## src/rtl/mem_stage_pkg.sv

```systemverilog
// Shared definitions for the MEM pipeline stage: funct3 access codes, FSM states and
// store-side lane helpers.
package mem_stage_pkg;

   localparam logic [2:0] F3_B  = 3'b000;
   localparam logic [2:0] F3_H  = 3'b001;
   localparam logic [2:0] F3_W  = 3'b010;
   localparam logic [2:0] F3_BU = 3'b100;
   localparam logic [2:0] F3_HU = 3'b101;

   typedef enum logic [1:0] {
      MS_IDLE = 2'd0,
      MS_BUSY = 2'd1,
      MS_RESP = 2'd2
   } ms_state_e;

   function automatic logic [3:0] calc_be(input logic [2:0] f3, input logic [1:0] off);
      logic [3:0] be;
      case (f3[1:0])
         2'b00:   be = 4'b0001 << off;
         2'b01:   be = 4'b0011 << {off[1], 1'b0};
         default: be = 4'b1111;
      endcase
      return be;
   endfunction

   function automatic logic [31:0] calc_wdata(input logic [2:0] f3, input logic [31:0] data);
      logic [31:0] wd;
      case (f3[1:0])
         2'b00:   wd = {4{data[7:0]}};
         2'b01:   wd = {2{data[15:0]}};
         default: wd = data;
      endcase
      return wd;
   endfunction

endpackage

```

## src/rtl/dmem_load_align.sv

```systemverilog
// Load-side lane select and sign/zero extension of a data-memory read word.
module dmem_load_align
   import mem_stage_pkg::*;
(
   input  logic [2:0]  funct3_i,
   input  logic [1:0]  offset_i,
   input  logic [31:0] word_i,
   output logic [31:0] result_o
);

   logic [7:0]  byte_lane;
   logic [15:0] half_lane;

   always_comb begin
      byte_lane = word_i[{offset_i, 3'b000} +: 8];
      half_lane = offset_i[1] ? word_i[31:16] : word_i[15:0];
      case (funct3_i)
         F3_B:    result_o = {{24{byte_lane[7]}}, byte_lane};
         F3_H:    result_o = {{16{half_lane[15]}}, half_lane};
         F3_BU:   result_o = {24'h0, byte_lane};
         F3_HU:   result_o = {16'h0, half_lane};
         default: result_o = word_i;
      endcase
   end

endmodule

```

## src/rtl/memory_access_stage.sv

```systemverilog
// MEM pipeline stage: checks and issues loads/stores on a req/ack data port, stalls the
// pipeline while an access is outstanding and returns aligned load data in RESP.
module memory_access_stage
   import mem_stage_pkg::*;
#(
   parameter int unsigned TIMEOUT_CYCLES = 255
) (
   input  logic        clk_i,
   input  logic        reset_i,
   input  logic        valid_i,
   input  logic        mem_read_i,
   input  logic        mem_write_i,
   input  logic [2:0]  funct3_i,
   input  logic [31:0] alu_result_i,
   input  logic [31:0] store_data_i,
   output logic [31:0] mem_data_read_o,
   output logic        stall_o,
   output logic        access_fault_o,
   output logic        bus_error_o,
   output logic        dmem_req_o,
   output logic        dmem_we_o,
   output logic [31:0] dmem_addr_o,
   output logic [31:0] dmem_wdata_o,
   output logic [3:0]  dmem_be_o,
   input  logic        dmem_ack_i,
   input  logic [31:0] dmem_rdata_i
);

   localparam logic [7:0] TimeoutLast = 8'(TIMEOUT_CYCLES - 1);

   ms_state_e   state_q, state_d;
   logic [7:0]  cnt_q, cnt_d;
   logic        req_q, req_d;
   logic        we_q, we_d;
   logic [31:0] addr_q, addr_d;
   logic [31:0] wdata_q, wdata_d;
   logic [3:0]  be_q, be_d;
   logic [2:0]  f3_q, f3_d;
   logic [1:0]  off_q, off_d;
   logic [31:0] rdata_q, rdata_d;
   logic        berr_q, berr_d;

   logic        is_mem;
   logic        illegal_f3;
   logic        misaligned;
   logic        fault;
   logic        start;
   logic [31:0] aligned;

   dmem_load_align u_align (
      .funct3_i (f3_q),
      .offset_i (off_q),
      .word_i   (dmem_rdata_i),
      .result_o (aligned)
   );

   always_comb begin
      is_mem     = valid_i & (mem_read_i | mem_write_i);
      illegal_f3 = (funct3_i == 3'b011) | (funct3_i[2:1] == 2'b11);
      misaligned = ((funct3_i[1:0] == 2'b01) & alu_result_i[0]) |
                   ((funct3_i == F3_W) & (alu_result_i[1:0] != 2'b00));
      // Read+write together, or an unsigned store, is treated like any other illegal access.
      fault      = is_mem & ((mem_read_i & mem_write_i) | illegal_f3 |
                             (mem_write_i & funct3_i[2]) | misaligned);
      start      = valid_i & (mem_read_i ^ mem_write_i) & ~fault;
   end

   always_comb begin
      state_d = state_q;
      cnt_d   = cnt_q;
      req_d   = req_q;
      we_d    = we_q;
      addr_d  = addr_q;
      wdata_d = wdata_q;
      be_d    = be_q;
      f3_d    = f3_q;
      off_d   = off_q;
      rdata_d = rdata_q;
      berr_d  = berr_q;
      unique case (state_q)
         MS_IDLE: begin
            if (start) begin
               state_d = MS_BUSY;
               cnt_d   = '0;
               req_d   = 1'b1;
               we_d    = mem_write_i;
               addr_d  = {alu_result_i[31:2], 2'b00};
               wdata_d = calc_wdata(funct3_i, store_data_i);
               be_d    = mem_write_i ? calc_be(funct3_i, alu_result_i[1:0]) : 4'b0000;
               f3_d    = funct3_i;
               off_d   = alu_result_i[1:0];
               rdata_d = '0;
               berr_d  = 1'b0;
            end
         end
         MS_BUSY: begin
            cnt_d = cnt_q + 8'd1;
            // Ack takes priority over a timeout landing in the same cycle.
            if (dmem_ack_i || cnt_q == TimeoutLast) begin
               state_d = MS_RESP;
               req_d   = 1'b0;
               we_d    = 1'b0;
               addr_d  = '0;
               wdata_d = '0;
               be_d    = '0;
               rdata_d = (dmem_ack_i && !we_q) ? aligned : 32'h0;
               berr_d  = ~dmem_ack_i;
            end
         end
         MS_RESP: begin
            state_d = MS_IDLE;
            rdata_d = '0;
            berr_d  = 1'b0;
         end
         default: state_d = MS_IDLE;
      endcase
   end

   always_ff @(posedge clk_i) begin
      if (reset_i) begin
         state_q <= MS_IDLE;
         cnt_q   <= '0;
         req_q   <= 1'b0;
         we_q    <= 1'b0;
         addr_q  <= '0;
         wdata_q <= '0;
         be_q    <= '0;
         f3_q    <= '0;
         off_q   <= '0;
         rdata_q <= '0;
         berr_q  <= 1'b0;
      end else begin
         state_q <= state_d;
         cnt_q   <= cnt_d;
         req_q   <= req_d;
         we_q    <= we_d;
         addr_q  <= addr_d;
         wdata_q <= wdata_d;
         be_q    <= be_d;
         f3_q    <= f3_d;
         off_q   <= off_d;
         rdata_q <= rdata_d;
         berr_q  <= berr_d;
      end
   end

   always_comb begin
      stall_o         = ((state_q == MS_IDLE) & start) | (state_q == MS_BUSY);
      access_fault_o  = (state_q == MS_IDLE) & fault;
      mem_data_read_o = (state_q == MS_RESP) ? rdata_q : 32'h0;
      bus_error_o     = (state_q == MS_RESP) & berr_q;
      dmem_req_o      = req_q;
      dmem_we_o       = we_q;
      dmem_addr_o     = addr_q;
      dmem_wdata_o    = wdata_q;
      dmem_be_o       = be_q;
   end

endmodule

```

## config.mk

```make
export PLATFORM = sky130hd
export DESIGN_NAME = memory_access_stage
export DESIGN_NICKNAME = d
export VERILOG_FILES = /design/src/rtl/mem_stage_pkg.sv /design/src/rtl/dmem_load_align.sv /design/src/rtl/memory_access_stage.sv
export SDC_FILE = /design/constraint.sdc
export NUM_CORES = 1
export LEC_CHECK = 0
export BUFFER_PORTS_ARGS = -buffer_cell sky130_fd_sc_hd__clkbuf_2
export CAP_MARGIN = 15
export CORE_ASPECT_RATIO = 0.9
export CORE_MARGIN = 2
export CORE_UTILIZATION = 40
export DETAILED_ROUTE_END_ITERATION = 7
export PLACE_DENSITY = 0.7
export SLEW_MARGIN = 30
export SYNTH_ARGS = -nofsm -noshare
export SYNTH_HDL_FRONTEND = slang
export SYNTH_SLANG_ARGS = --single-unit
```

## constraint.sdc

```tcl
create_clock -name clk_i -period 3.9 [get_ports clk_i]
set_input_delay 0 -clock clk_i [delete_from_list [all_inputs] [get_ports clk_i]]
set_output_delay 0 -clock clk_i [all_outputs]
set_load 0.02 [all_outputs]
```

; Yosys cells after proc, flatten, opt, wreduce, memory -nomap -nowiden
; Index checks and enable logic that the tools add are counted.
[word_totals]
regBits = 118
inputBits = 105
output_inout_bits = 105
wordCells = 93
[op_classes]
n_addsub = 1
eq_ne = 12
shifts = 3
n_mux = 31
bitwise_logic = 21
n_reduce_logical = 14
[op_table]
columns = operator, n
row1 = two-way mux 32 bit, 7
row2 = case mux 32 bit (2 select lines), 3
row3 = case mux 32 bit (4 select lines), 1
row4 = case mux 32 bit (3 select lines), 1
row5 = variable part select 32 x 6 -> 8 bit, 1
row6 = two-way mux 16 bit, 1
row7 = case mux 4 bit (2 select lines), 2
row8 = case mux 8 bit (2 select lines), 1
row9 = two-way mux 4 bit, 3
row10 = AND 1 bit, 11
row11 = "adder 8 x 1 -> 8 bit, second input constant", 1
row12 = "== test 8 bit, second input constant", 1
row13 = two-way mux 8 bit, 1
row14 = OR 1 bit, 7
row15 = "== test 3 x 2 -> 1 bit, second input constant", 2
row16 = "== test 3 bit, second input constant", 2
row17 = AND reduction 2 bit, 3
row18 = AND reduction 3 bit, 2
row19 = two-way mux 1 bit, 5
row20 = "== test 2 x 1 -> 1 bit, second input constant", 2
row21 = "== test 2 bit, second input constant", 2
row22 = zero test 2 bit, 2
row23 = two-way mux 2 bit, 2
row24 = "inequality test 2 bit, second input constant", 2
row25 = other kinds (14), 17

; Longest topological paths before layout
[logic_depth]
word_depth = 10
ltp_mapped = 8
ltp_nobuf = 6

; By module
; From an unflattened synthesis, not the netlist that was laid out.
[hier_totals]
cells_unflattened = 673
area_unflattened_um2 = 5901.9
[by_module_without_submodules]
columns = mod, instances, cells_per_inst, area_per_inst_um2, seq_area_each_um2
row1 = memory_access_stage, 1, 555, 5141.2, 2322.2
row2 = dmem_load_align, 1, 118, 760.7, 0.0

; Least setup slack after synthesis
; OpenSTA, ideal clock, no wires.
[synth_path]
path_kind = register to register
start = reg cnt_q[0]
end = reg wdata_q[14] (netlist: dmem_wdata_o[14])
setup_time_ns = 0.068
arrival_ns = 1.779
t_required_ns = 3.832
path_slack_ns = 2.053
stages_incl_launch_ff = 9
n_path_buf = 2
synth_period_minus_slack_ns = 1.847
cell_sequence = dfxtp_1 > inv_1 > ha_1 > nand3_1 > o21ai_0 > a31oi_1 > clkbuf_1 > buf_2 > o2bb2ai_2
[synth_via]
elab_chain_len = 4
[synth_lines]
columns = item, line_no
row1 = "start, declared", memory_access_stage.sv:32  ; logic [7:0] cnt_q, cnt_d;
row2 = "start signal, assigned", memory_access_stage.sv:134  ; cnt_q <= cnt_d;
row3 = == test 8 bit, memory_access_stage.sv:99  ; if (dmem_ack_i || cnt_q == TimeoutLast) begin
row4 = logical OR 1 bit, memory_access_stage.sv:99
row5 = inequality test 2 bit (no source line), --
row6 = AND reduction 3 bit (no source line), --
row7 = "end signal, assigned", memory_access_stage.sv:138  ; wdata_q <= wdata_d;
row8 = "end, declared", memory_access_stage.sv:36  ; logic [31:0] wdata_q, wdata_d;
; Every way passes these cells.
; A chain may end at the register's enable or synchronous reset.

; Final worst setup path
[layout_path]
start = reg state_q[0]
end = reg wdata_q[27] (netlist: dmem_wdata_o[27])
[layout_via]
elab_chain_len = 3
word_cells_on_any_way = 7
classes_between = eq/ne (3) / mux (1) / reduce/logical (3)
[layout_lines]
columns = item, line_no
row1 = "start, declared", memory_access_stage.sv:31  ; ms_state_e state_q, state_d;
row2 = "start signal, assigned", memory_access_stage.sv:133  ; state_q <= state_d;
row3 = == test 2 x 1 -> 1 bit or zero test 2 bit (tied branches), memory_access_stage.sv:80  ; unique case (state_q)
row4 = inequality test 2 bit (no source line) or nonzero test 2 bit (tied branches), --
row5 = AND reduction 3 bit (no source line), --
; Parallel ways exist; a longest one is shown, timed or not.

==> reports/results.ini <==
[min_path]
holdPathStages = 3
holdPathEnd = cnt_q[5]
worst_hold_path_type = in2reg
min_from = valid_i

[sta]
hold_violations = 0
report.final.slew_viol_count = 0
fmax_mhz = 414.2
fin_skew_ps = 11.71
min_period_ps = 2414
worst_hold_slack_ps = 71.61
rsz0062_at_grt = no
period_share_pct = 61.91
tightestPinTransition_ps = 932.8
finalSetupViolations = 0
finalSetupTns_ps = 0
relSlewSlack_pct = 37.81

[place]
numPortBuffers = 207
routabilityCongestion = 0.8747
place_hpwl_mm = 11.19

[setup_path]
worst_r2r_path_depth = 6
r2r-start = state_q[0]
critPathLaunchType = flop
crit_chain = buf_4 > nor2b_1 > o21ai_0 > a31oi_4 > buf_4 > a22o_1
cp.required_ps = 4250
crit_fanout = 68
critPathArrivalTime_ps = 2760
reg2reg_to = dmem_wdata_o[27]
path_common_cell = buf_4
critPathKind = reg2reg
critPathCaptureType = flop
rrSetupSlack_ps = 1490
crit_slowest_cell = buf_4
max_stage_delay_ps = 630

[synth]
synth.distinct_cells = 57
synth_top_area_cell = dfxtp_1
synth_area_leaders = dfxtp_1, a22o_1, mux2i_1, nor3_1, o21ai_0
synth.avg_cell_area_um2 = 9.262
ys_async_sr_fraction_pct = 0
yosys-top-cells-count = dfxtp_1, a22o_1, inv_1, nor3_1, clkbuf_1
synth-main-ff-cell = dfxtp_1
yosys_register_bits = 116
synth-seq-area-share_pct = 43.30
synth_top_area_share_pct = 43.30
synth_cells = 579
synth_edf_count = 0
yosysWarnings = 0
yosysMostFrequentCell = dfxtp_1
syn_area_mm2 = 0.005363

[clock_tree]
htree_levels = 4
cts_setup_buffers = 0
ctsResizeCount = 0
numCtsBuffers = 17
clkTransAtPathRegs_ps = 50
clockBufferDepth = 2
cts_tree = yes
clkLatencyLatePin_ps = 410
clk_root_buffer_cell = clkbuf_16
clock-sinks = 116
cts_hold_buffers = 101

[detailed_routing]
ant_nets = 0
vias_per_cell = 5.507
routed-via-count = 5744
drc = 0
post_drt_wl_per_cell_um = 17.64
drtIter0Drc = 422
routed_wl_mm = 18.40
dr.pass1.iters = 5

[final_layout]
syn2layout_area_growth_pct = 51.38
diodes = 0
drive_above_1_share_pct = 30.51
fin_nets = 971

[power_and_ir_drop]
ir_worst_vdd_v = 0.0003160
p_leak_nw = 3.436
power_density_mw_per_mm2 = 415.5

[global_routing]
grt_first_pass_wirelength_mm = 29.12
antenna_found_initial = 0
grt_max_degree = 69
grt.overflow.total = 0
grt_pass1_vias = 5837
track_usage_pct = 25.17

[die]
die-height_um = 113.8
dieArea_mm2 = 0.01435
io_pins = 210
core_area_mm2 = 0.01321
floorplan.initialDensity_pct = 40.59
die_w_um = 126.1
fp-row-count = 40

[outcome]
outcome = complete, no violations

[run]
maxCapViolations = 0

[state kept, by name, summed over array words and instances (netlist names)]
name          count
berr_q            1
cnt_q             8
dmem_addr_o      30
dmem_be_o         4
dmem_req_o        1
dmem_wdata_o     32
dmem_we_o         1
f3_q              3
off_q             2
rdata_q          32
state_q           2
[metal layers]
| layer | vias up | wire, um | global-route usage, % | share of wire (%) |
|---|---|---|---|---|
| li1 | 2729 | - | - | - |
| met1 | 2703 | 7677 | 29.94 | 42 |
| met2 | 285 | 8802 | 42.37 | 48 |
| met3 | 27 | 1576 | 8.959 | 8.6 |
| met4 | 0 | 344 | 8.718 | 1.9 |
| met5 | - | 0 | 0 | 0 |
[report_power, final]
group / leakage (nW) / switching [W] / internal, W / total, W
sequential: 0.939 / 0.0000273 / 0.00122 / 0.00125
combinational: 2.19 / 0.000248 / 0.000205 / 0.000453
clock: 0.304 / 0.000563 / 0.00111 / 0.00167
[logic make-up (layout without fill, tap and decap cells)]
| logic type | after synthesis | after routing | synth area share (%) |
|---|---|---|---|
| simple gates | 138 | 138 | 13.39 |
| fa+ha+maj | 4 | 4 | 0.9333 |
| other cells | 1 | 2 | 0.06993 |
| buf+inv | 91 | 386 | 6.976 |
| xor+xnor | 1 | 1 | 0.1634 |
| compound gates | 201 | 201 | 29.84 |
| mux | 27 | 27 | 5.320 |
| flops | 116 | 116 | 43.30 |
[placed cells by master (no fill, tap or decap), drive strengths merged, types with 5 or more instances in the layout]
cell type / instances
a211o: 7
a22o: 48
mux2i: 24
buf: 6
clkbuf: 228
o2bb2ai: 20
o21a: 5
nor2: 16
nand2b: 6
dfxtp: 116
a21oi: 19
o311ai: 18
o21ai: 34
a221oi: 8
nand3: 9
nand2: 31
nor3: 39
o32ai: 17
dlygate4sd3: 101
a21o: 9
nand3b: 8
inv: 41
nor2b: 14
[area by class of cell]
type / instances / area [um^2]
Sequential cell: 116 / 2322
Tap cell: 168 / 210.2
Fill cell: 1086 / 5095
Clock buffer: 21 / 460.4
Inverter: 40 / 150.1
Clock inverter: 11 / 175.2
Multi-Input combinational cell: 373 / 2708
Timing Repair Buffer: 314 / 2092
[metrics by stage]
step           setup WS (ps)  utilization, %  instances  power (W)  area [um^2]
5_1_grt                 1310           61.44       1043   0.003496         8118
3_5_place_dp            1498           48.86        910   0.001630         6456
2_1_floorplan           2053               -        580   0.001489         5366
3_3_place_gp            1588           48.85        910   0.001622         6455
6_report                1486           61.44       1043   0.003373         8118
4_1_cts                 1192           61.33       1043   0.003376         8103
[critical path: cells and delay by family (launching register included)]
| kind | cells | cell delay (ps) |
|---|---|---|
| AOI/OAI and AO/OA | 3 | 580 |
| and+or+nand+nor | 1 | 180 |
| buffers and inverters | 2 | 1100 |
| DFF | 1 | 470 |
[worst max path at each step]
stage | startpoint | to | cells past startpoint
after floorplan | cnt_q[0] | dmem_wdata_o[14] | 8
after global placement | funct3_i[0] | rdata_q[19] | 5
after detailed placement | state_q[1] | rdata_q[25] | 4
after CTS | state_q[1] | mem_data_read_o[16] | 3
after global routing | state_q[0] | dmem_wdata_o[29] | 6
final | state_q[0] | dmem_wdata_o[27] | 6
Note: power is estimated with default switching activity, not from simulation.
